==> config.mk <==
export PLATFORM = sky130hd
export DESIGN_NAME = fp16_dot_sequencer_flat
export DESIGN_NICKNAME = d
export VERILOG_FILES = /design/src/rtl/fp16_dot_sequencer_if.sv /design/src/rtl/fp16_dot_sequencer.sv /design/src/flat_wrapper.sv
export SDC_FILE = /design/constraint.sdc
export NUM_CORES = 1
export LEC_CHECK = 0
export ABC_AREA = 1
export CAP_MARGIN = 20
export CORE_MARGIN = 4
export CORE_UTILIZATION = 40
export CTS_BUF_LIST = sky130_fd_sc_hd__clkbuf_4 sky130_fd_sc_hd__clkbuf_8
export DETAILED_ROUTE_END_ITERATION = 10
export DONT_BUFFER_PORTS = 1
export PLACE_DENSITY = 0.64
export SLEW_MARGIN = 15
export SYNTH_ARGS = -nofsm -noshare
export SYNTH_HDL_FRONTEND = slang
export SYNTH_SLANG_ARGS = --single-unit
==> constraint.sdc <==
create_clock -name CLK -period 1.75 [get_ports CLK]
set_input_delay 0.35 -clock CLK [delete_from_list [all_inputs] [get_ports CLK]]
set_output_delay 0.35 -clock CLK [all_outputs]
set_load 0.02 [all_outputs]
==> src/rtl/fp16_dot_sequencer_if.sv <==
// fp16_dot_sequencer_if: operand stream, MAC operand/clear/accumulator and result port of the sequencer
interface fp16_dot_sequencer_if #(parameter int bw = 16, parameter int CNT_W = 8);
  logic             in_valid;
  logic             in_ready;
  logic [bw-1:0]    in_a;
  logic [bw-1:0]    in_b;
  logic             in_last;
  logic [bw-1:0]    mac_a;
  logic [bw-1:0]    mac_b;
  logic             mac_clr;
  logic [bw-1:0]    mac_acc;
  logic             out_valid;
  logic             out_ready;
  logic [bw-1:0]    out_data;
  logic [CNT_W-1:0] out_len;
  logic             busy;
  modport master (
    input  in_valid, in_a, in_b, in_last, mac_acc, out_ready,
    output in_ready, mac_a, mac_b, mac_clr, out_valid, out_data, out_len, busy
  );
  modport slave (
    output in_valid, in_a, in_b, in_last, mac_acc, out_ready,
    input  in_ready, mac_a, mac_b, mac_clr, out_valid, out_data, out_len, busy
  );
endinterface

==> src/rtl/fp16_dot_sequencer.sv <==
// fp16_dot_sequencer: streams fp16 operand pairs into the MAC and returns the drained dot product
module fp16_dot_sequencer #(
  parameter int bw      = 16,
  parameter int MAC_LAT = 3,
  parameter int CNT_W   = 8
) (
  input logic CLK,
  input logic RESETn,
  fp16_dot_sequencer_if.master bus
);
  localparam int DW = $clog2(MAC_LAT + 2);
  typedef enum logic [2:0] {IDLE, CLEAR, FEED, DRAIN, OUT} state_t;
  state_t           state;
  logic [bw-1:0]    a_q, b_q, data_q;
  logic [CNT_W-1:0] cnt, len_q;
  logic [DW-1:0]    drain;
  logic             rdy_q, clr_q, vld_q, busy_q;
  logic             xfer;
  assign xfer          = bus.in_valid & rdy_q;
  assign bus.in_ready  = rdy_q;
  assign bus.mac_a     = a_q;
  assign bus.mac_b     = b_q;
  assign bus.mac_clr   = clr_q;
  assign bus.out_valid = vld_q;
  assign bus.out_data  = data_q;
  assign bus.out_len   = len_q;
  assign bus.busy      = busy_q;
  // Idle cycles feed zero operands so the accumulator only ever adds +0
  always_ff @(posedge CLK or negedge RESETn)
    if (!RESETn) begin
      state  <= IDLE;
      a_q    <= '0;
      b_q    <= '0;
      data_q <= '0;
      cnt    <= '0;
      len_q  <= '0;
      drain  <= '0;
      rdy_q  <= 1'b0;
      clr_q  <= 1'b0;
      vld_q  <= 1'b0;
      busy_q <= 1'b0;
    end else begin
      case (state)
        IDLE:
          if (bus.in_valid) begin
            state  <= CLEAR;
            clr_q  <= 1'b1;
            busy_q <= 1'b1;
          end
        CLEAR: begin
          clr_q <= 1'b0;
          a_q   <= '0;
          b_q   <= '0;
          cnt   <= '0;
          rdy_q <= 1'b1;
          state <= FEED;
        end
        FEED: begin
          a_q <= xfer ? bus.in_a : '0;
          b_q <= xfer ? bus.in_b : '0;
          if (xfer) cnt <= &cnt ? cnt : cnt + 1'b1;
          if (xfer && bus.in_last) begin
            rdy_q <= 1'b0;
            drain <= DW'(MAC_LAT);
            state <= DRAIN;
          end
        end
        DRAIN: begin
          a_q <= '0;
          b_q <= '0;
          if (drain == '0) begin
            data_q <= bus.mac_acc;
            len_q  <= cnt;
            vld_q  <= 1'b1;
            state  <= OUT;
          end else drain <= drain - 1'b1;
        end
        OUT:
          if (bus.out_ready) begin
            vld_q  <= 1'b0;
            busy_q <= 1'b0;
            state  <= IDLE;
          end
        default: state <= IDLE;
      endcase
    end
endmodule
==> src/flat_wrapper.sv <==
// flat-port wrapper written by rule: the top's interface ports become plain ports
module fp16_dot_sequencer_flat 
#(
  parameter int bw      = 16,
  parameter int MAC_LAT = 3,
  parameter int CNT_W   = 8
)
  (CLK, RESETn, bus_in_valid, bus_in_a, bus_in_b, bus_in_last, bus_mac_acc, bus_out_ready, bus_in_ready, bus_mac_a, bus_mac_b, bus_mac_clr, bus_out_valid, bus_out_data, bus_out_len, bus_busy);
  fp16_dot_sequencer_if #(.bw(bw), .CNT_W(CNT_W)) bus_i ();
  input logic CLK;
  input logic RESETn;
  input wire logic [$bits(bus_i.in_valid)-1:0] bus_in_valid;
  input wire logic [$bits(bus_i.in_a)-1:0] bus_in_a;
  input wire logic [$bits(bus_i.in_b)-1:0] bus_in_b;
  input wire logic [$bits(bus_i.in_last)-1:0] bus_in_last;
  input wire logic [$bits(bus_i.mac_acc)-1:0] bus_mac_acc;
  input wire logic [$bits(bus_i.out_ready)-1:0] bus_out_ready;
  output wire logic [$bits(bus_i.in_ready)-1:0] bus_in_ready;
  output wire logic [$bits(bus_i.mac_a)-1:0] bus_mac_a;
  output wire logic [$bits(bus_i.mac_b)-1:0] bus_mac_b;
  output wire logic [$bits(bus_i.mac_clr)-1:0] bus_mac_clr;
  output wire logic [$bits(bus_i.out_valid)-1:0] bus_out_valid;
  output wire logic [$bits(bus_i.out_data)-1:0] bus_out_data;
  output wire logic [$bits(bus_i.out_len)-1:0] bus_out_len;
  output wire logic [$bits(bus_i.busy)-1:0] bus_busy;
  assign bus_i.in_valid = bus_in_valid;
  assign bus_i.in_a = bus_in_a;
  assign bus_i.in_b = bus_in_b;
  assign bus_i.in_last = bus_in_last;
  assign bus_i.mac_acc = bus_mac_acc;
  assign bus_i.out_ready = bus_out_ready;
  assign bus_in_ready = bus_i.in_ready;
  assign bus_mac_a = bus_i.mac_a;
  assign bus_mac_b = bus_i.mac_b;
  assign bus_mac_clr = bus_i.mac_clr;
  assign bus_out_valid = bus_i.out_valid;
  assign bus_out_data = bus_i.out_data;
  assign bus_out_len = bus_i.out_len;
  assign bus_busy = bus_i.busy;
  fp16_dot_sequencer #(.bw(bw), .MAC_LAT(MAC_LAT), .CNT_W(CNT_W)) u_core (.CLK(CLK), .RESETn(RESETn), .bus(bus_i));
endmodule
==> flow_metrics.tcl, run 1 <==
set metrics [dict create \
    cts-root-buf "sky130_fd_sc_hd__clkbuf_8" \
    outcome "finished, violations left" \
    summed_negative_setup_slack_over_all_endpoints_ps 0 \
    setup_violations 0 \
    cellLeakagePower_nw 1.825 \
    place_worst_setup_slack_ps 270.0 \
    die_outline_height_um 98.08 \
    place_congestion 0.8267 \
    drc 0 \
    grt_pass1_vias 2369 \
    num_antenna_cells 0 \
    final.hold.worst_slack_ps -306.6 \
    area_of_combinational_cells_with_multiple_inputs_um2 1216 \
    min-delay-path-class "input pin to asynchronous set/reset pin" \
    global_route.overflow_total 0 \
    ant_nets 0 \
    min_period_ps 1472 \
    clock_tree_from_tritoncts "built" \
    yosysWarningCount 0 \
    floorplan.initialDensity_pct 41.57 \
    syn_area_um2 3246 \
    headroom_to_the_max_slew_limit_pct 77.71 \
    floorplan_row_count 32 \
    power.ir.vdd_worst_v 0.0008330 \
    async_set_reset_flop_share_out_of_synthesis_pct 100.0 \
    antenna_found_initial 0 \
    setup.worst_path.class "flop to flop" \
    route.detailed.vias_per_inst 5.082 \
    postLayoutCoreUtil_pct 45.00 \
    total_routing_resource_utilization_after_global_routing_pct 15.34 \
    maxClockFrequency_ghz 0.6794 \
    postSynthRegisterBits 74 \
    grt_setup_unrepaired "no" \
    number_of_buffers_added_on_ports 0 \
    register_area_um2 1852 \
    post_dp_cell_area_um2 3316 \
    detailed_place_hpwl_mm 5.070 \
    n_fill_cell 767 \
    tightest_slew_ps 331.3 \
    grt_pass1_wl_mm 11.98 \
    power.density_nw_per_um2 1762 \
    most_frequent_cells_in_the_layout "143 x sky130_fd_sc_hd__nand2_1, 74 x sky130_fd_sc_hd__dfrtp_1, 42 x sky130_fd_sc_hd__o21ai_0" \
    cp.required_ps 1970 \
    worstPathArrival_ps 1690 \
    post-route-cell-area_um2 3513 \
    cap_violations 0 \
    cts_resized 0 \
    ys_seq_area_share_pct 57.05 \
    io-pin-count 113 \
    worst_setup_hold_path_clk_slew_ps 80 \
    postSynth.topFlopCell "sky130_fd_sc_hd__dfrtp_1" \
    failed_checks "negative hold slack" \
    tritoncts.num_buffers 9 \
    critPathMaxFanout 31 \
    dr.pass1.iters 4 \
    post-route-period-util_pct 84.11 \
    drt_iter0_drc 67 \
    final-hold-violation-count 74 \
    cells_after_synthesis 369 \
    final.setup_skew_ps 9.128 \
    share_of_post_route_cells_with_drive_strength_above_1_pct 10.70 \
    ctsHtreeMaxLevel 3 \
    dp_cells 460 \
    setup.worst_path.end_class "flop" \
    route.detailed.wl_per_inst_um 15.02 \
    drv_slew 0 \
    synth-edff-count 0 \
    ctsLongestPathBuffers 2 \
    area.growth.synth_to_final_pct 8.250 \
    grt_max_degree 75 \
    die_w_um 98.08 \
    setup_slack_ps 278.1 \
    num-nets-final 425 \
    netlist-cell-type-count 28 \
    detailroute.via_count 2419 \
    instances_no_fill 476 \
    commonest_non_fill_non_tap_cell_in_the_layout "sky130_fd_sc_hd__nand2_1" \
    worst_skew_pair.late_latency_ps 340 \
    numClockSinks 74 \
    die_area_um2 9619 \
    detail_route.wirelength_mm 7.148 \
    synthesis.area_per_instance_um2 8.796 \
    setup.worst_path.start_class "flop" \
    core-area_um2 7807 \
    synth_fp_nets 425 \
]
registers in the layout, summed over array words and instances, names as in the netlist:
name,flops
u_core.bus.out_len,8
u_core.bus.mac_a,16
u_core.bus.mac_clr,1
u_core.bus.in_ready,1
u_core.bus.out_data,16
u_core.bus.mac_b,16
u_core.drain,3
u_core.cnt,8
u_core.bus.out_valid,1
u_core.bus.busy,1
u_core.state,3
metal layers:
layer  part of all wire, %  wire (µm)  track usage [%]
met1                    42       3008            20.74
met2                    45       3208            22.36
met3                    12        875            7.000
met4                  0.77         55            4.153
met5                     0          0                0
power breakdown:
group | switching (W) | internal (W)
clock | 0.000626 | 0.000676
combinational | 0.00109 | 0.000505
sequential | 0.00103 | 0.00227
total | 0.00274 | 0.00345
path summary, 6_finish.rpt:
path,cells after the start,startpoint,to,slack (ps)
worst max-delay path,8,u_core.drain[0]$_DFFE_PN0P_,u_core.bus.out_len[7]$_DFFE_PN0P_,280
worst min-delay path,0,RESETn,u_core.bus.mac_b[15]$_DFFE_PN0P_,-310
worst max register to register,8,u_core.drain[0]$_DFFE_PN0P_,u_core.bus.out_len[7]$_DFFE_PN0P_,280
worst min register to register,1,u_core.drain[0]$_DFFE_PN0P_,u_core.drain[0]$_DFFE_PN0P_,480
max in group asynchronous,0,RESETn,u_core.bus.out_data[2]$_DFFE_PN0P_,1910
min in group CLK,2,bus_in_a[11],u_core.bus.mac_a[11]$_DFFE_PN0P_,120
stage by stage:
stage	power (W)	hold slack, ps
2_1_floorplan	0.004549	54.41
3_3_place_gp	0.004884	56.29
3_5_place_dp	0.004961	56.17
4_1_cts	0.006295	-329.1
5_1_grt	0.006703	-337.2
6_report	0.006191	-306.6
cell families after synthesis:
logic type | Yosys count | share of synthesized area (%)
AOI/OAI and AO/OA | 52 | 8.789
DFF | 74 | 57.05
buffers and inverters | 37 | 5.474
and+or+nand+nor | 200 | 26.72
xor gates and xnor gates | 3 | 0.8097
adders and majority gates | 3 | 1.157
cells in the mapped netlist (2+ instances only):
| cell type | instances | share of area, % |
|---|---|---|
| sky130_fd_sc_hd__nand2_1 | 143 | 17 |
| sky130_fd_sc_hd__dfrtp_1 | 74 | 57 |
| sky130_fd_sc_hd__o21ai_0 | 42 | 6.5 |
| sky130_fd_sc_hd__nand3_1 | 30 | 4.6 |
| sky130_fd_sc_hd__inv_1 | 19 | 2.2 |
| sky130_fd_sc_hd__nor2_1 | 12 | 1.4 |
| sky130_fd_sc_hd__clkbuf_1 | 6 | 0.69 |
| sky130_fd_sc_hd__o21ai_2 | 6 | 1.6 |
| sky130_fd_sc_hd__buf_4 | 5 | 1.2 |
| sky130_fd_sc_hd__buf_2 | 4 | 0.62 |
| sky130_fd_sc_hd__ha_1 | 3 | 1.2 |
| sky130_fd_sc_hd__nand2_4 | 3 | 1.0 |
| sky130_fd_sc_hd__buf_6 | 2 | 0.69 |
| sky130_fd_sc_hd__nand2_2 | 2 | 0.39 |
| sky130_fd_sc_hd__nand4_1 | 2 | 0.39 |
| sky130_fd_sc_hd__nor2_4 | 2 | 0.69 |
| sky130_fd_sc_hd__o21ai_1 | 2 | 0.31 |
| sky130_fd_sc_hd__xor2_1 | 2 | 0.54 |
critical path: stages, from the launching register on:
cell,delay (ps)
sky130_fd_sc_hd__dfrtp_1,390
sky130_fd_sc_hd__inv_1,90
sky130_fd_sc_hd__ha_1,140
sky130_fd_sc_hd__inv_1,30
sky130_fd_sc_hd__nor2_1,140
sky130_fd_sc_hd__nand2_2,130
sky130_fd_sc_hd__buf_4,260
sky130_fd_sc_hd__nand2_1,110
sky130_fd_sc_hd__o21ai_2,50
repair_timing:
item,in CTS,in global routing
setup endpoints to repair,0,0
buffers inserted,0,0
endpoints found under the hold margin,74,74
area by class of cell:
type / count / area share, %
Sequential cell: 74 / 52.71
Multi-Input combinational cell: 258 / 34.62
Clock buffer: 10 / 3.739
Tap cell: 102 / 3.632
Inverter: 20 / 2.137
Clock inverter: 6 / 1.887
Timing Repair Buffer: 6 / 1.282
No activity file was read; power rests on OpenSTA's default activity.
==> inputs of run 2 (changes only) <==
clock period = 1.5 ns   (was 1.75 ns; I/O delays follow)
==> flow_metrics.tcl, run 2 (synthesis results as in run 1) <==
set metrics [dict create \
    critPathMaxFanout 35 \
    most_frequent_cells_in_the_layout "142 x sky130_fd_sc_hd__nand2_1, 74 x sky130_fd_sc_hd__dfrtp_1, 41 x sky130_fd_sc_hd__o21ai_0" \
    final.hold.worst_slack_ps -349.2 \
    cts-root-buf "sky130_fd_sc_hd__clkbuf_8" \
    setup_violations 0 \
    area.growth.synth_to_final_pct 10.64 \
    maxClockFrequency_ghz 0.7180 \
    commonest_non_fill_non_tap_cell_in_the_layout "sky130_fd_sc_hd__nand2_1" \
    cp.required_ps 1730 \
    power.share.sequential_pct 51.0 \
    timing.critical_path.slowest_cell_delay_ps 390 \
    postLayoutCoreUtil_pct 45.99 \
    critPathMostFrequentCell "sky130_fd_sc_hd__inv_1" \
    setup.worst_path.end_class "flop" \
    setup.worst_path.class "flop to flop" \
    grt_pass1_vias 2475 \
    power.density_nw_per_um2 2089 \
    num-nets-final 429 \
    outcome "finished, violations left" \
    share_of_post_route_cells_with_drive_strength_above_1_pct 11.90 \
    detailroute.via_count 2446 \
    num_antenna_cells 0 \
    critPathSlowestCell "sky130_fd_sc_hd__dfrtp_1" \
    route.detailed.vias_per_inst 5.096 \
    ctsHtreeMaxLevel 3 \
    core-area_um2 7807 \
    final.setup_skew_ps 11.38 \
    drc 0 \
    failed_checks "negative hold slack" \
    min_period_ps 1393 \
    ant_nets 0 \
    net-switching-power_w 0.003195 \
    total_routing_resource_utilization_after_global_routing_pct 15.28 \
    tightest_slew_ps 327.5 \
    power_frac_comb_pct 26.6 \
    post-route-cell-area_um2 3591 \
    io-pin-count 113 \
    global_route.overflow_total 0 \
    worstPathArrival_ps 1620 \
    path_cells "inv_1 > ha_1 > inv_1 > nor2_1 > nand2_2 > buf_12 > nand4_1 > nand2_1" \
    grt_pass1_wl_mm 12.03 \
    post_dp_cell_area_um2 3363 \
    headroom_to_the_max_slew_limit_pct 77.96 \
    sw_frac_of_total_pct 42.59 \
    grt_setup_unrepaired "no" \
    power.ir.vdd_worst_v 0.0008597 \
    drt_iter0_drc 82 \
    antenna_found_initial 0 \
    cap_violations 0 \
    grt_max_degree 75 \
    numClockSinks 74 \
    share_clk_of_total_power_pct 22.4 \
    die_w_um 98.08 \
    tritoncts.num_buffers 9 \
    p_int_w 0.004307 \
    summed_negative_setup_slack_over_all_endpoints_ps 0 \
    worst_setup_hold_path_clk_slew_ps 80 \
    final-hold-violation-count 74 \
    detail_route.wirelength_mm 7.067 \
    detailed_place_hpwl_mm 5.001 \
    die_area_um2 9619 \
    post-route-period-util_pct 92.85 \
    min-delay-path-class "input pin to asynchronous set/reset pin" \
    drv_slew 0 \
    number_of_buffers_added_on_ports 0 \
    floorplan.initialDensity_pct 41.57 \
    cellLeakagePower_nw 1.877 \
    ctsLongestPathBuffers 2 \
    worst_skew_pair.late_latency_ps 340 \
    setup.worst_path.start_class "flop" \
    floorplan_row_count 32 \
    dr.pass1.iters 4 \
    place_congestion 0.8362 \
    route.detailed.wl_per_inst_um 14.72 \
    die_outline_height_um 98.08 \
    clock_tree_from_tritoncts "built" \
]
-- run 2: changes by cell type in the layout (fill, tap and decap cells not counted), sizes merged --
| cell | previous run | this run |
|---|---|---|
| bufinv | 1 | 2 |
| clkinv | 1 | 3 |
| clkinvlp | 3 | 0 |
| buf | 6 | 10 |
| inv | 21 | 20 |
| clkbuf | 10 | 11 |
-- run 2: what timing repair did --
item / 4_1_cts / 5_1_grt
buffers inserted: 0 / 1
setup endpoints to repair: 0 / 5
resized for setup: 0 / 2
endpoints found under the hold margin: 74 / 74
-- run 2: critical path, delay by kind of cell, from the launching register on --
kind | cells | cell delay [ps]
adders and majority gates | 1 | 150
and+or+nand+nor | 4 | 450
DFF | 1 | 390
buffers and inverters | 3 | 310
-- run 2: worst paths after layout --
path                                                   from                                to  slack [ps]  depth (start not counted)
worst min-delay path                                 RESETn  u_core.bus.mac_b[15]$_DFFE_PN0P_        -350                          0
worst max register to register  u_core.drain[0]$_DFFE_PN0P_       u_core.drain[1]$_DFFE_PN0P_         110                          8
worst min register to register  u_core.drain[1]$_DFFE_PN0P_       u_core.drain[1]$_DFFE_PN0P_         480                          2
min in group CLK                                bus_in_a[5]   u_core.bus.mac_a[5]$_DFFE_PN0P_          70                          2
max in group asynchronous                            RESETn         u_core.cnt[4]$_DFFE_PN0P_        1740                          0
worst max-delay path            u_core.drain[0]$_DFFE_PN0P_       u_core.drain[1]$_DFFE_PN0P_         110                          8
-- run 2: power groups by stage --
stage	Clock, W	Sequential, W	Combinational, W
after floorplan	0	0.00372	0.00159
after detailed placement	0	0.00388	0.00201
after global placement	0	0.00387	0.00194
final	0.00168	0.00383	0.00199
after CTS	0.00174	0.00385	0.00200
after global routing	0.00184	0.00392	0.00232
-- run 2: metal layers --
metal | routed length [µm] | track usage [%] | vias up
li1 | - | - | 1182
met1 | 2998 | 18.39 | 1161
met2 | 3106 | 23.77 | 98
met3 | 893 | 8.429 | 5
met4 | 70 | 4.153 | 0
met5 | 0 | 0 | -
-- run 2: through the flow --
step / power (W) / worst slack (ps) / hold slack (ps) / cells
after detailed placement: 0.005884 / 110.3 / 6.092 / 463
after floorplan: 0.005307 / 178.1 / 4.409 / 369
after global routing: 0.008084 / 17.77 / -389.6 / 480
after CTS: 0.007587 / 106.2 / -375.3 / 479
after global placement: 0.005805 / 180.2 / 6.073 / 463
final: 0.007503 / 107.2 / -349.2 / 480
-- run 2: cell type report --
type,instances,area (µm²)
timing repair buffer,10,100.1
sequential,74,1852
clock inverter,5,78.83
tap,102,127.6
fill,763,4217
inverter,20,75.07
clock buffer,11,138.9
multi-input combinational,258,1219
==> inputs of run 3 (changes only) <==
SLEW_MARGIN = not set   (was 15)
==> results of run 3 <==
No change in the layout: final DEF, timing and power equal those of run 2.
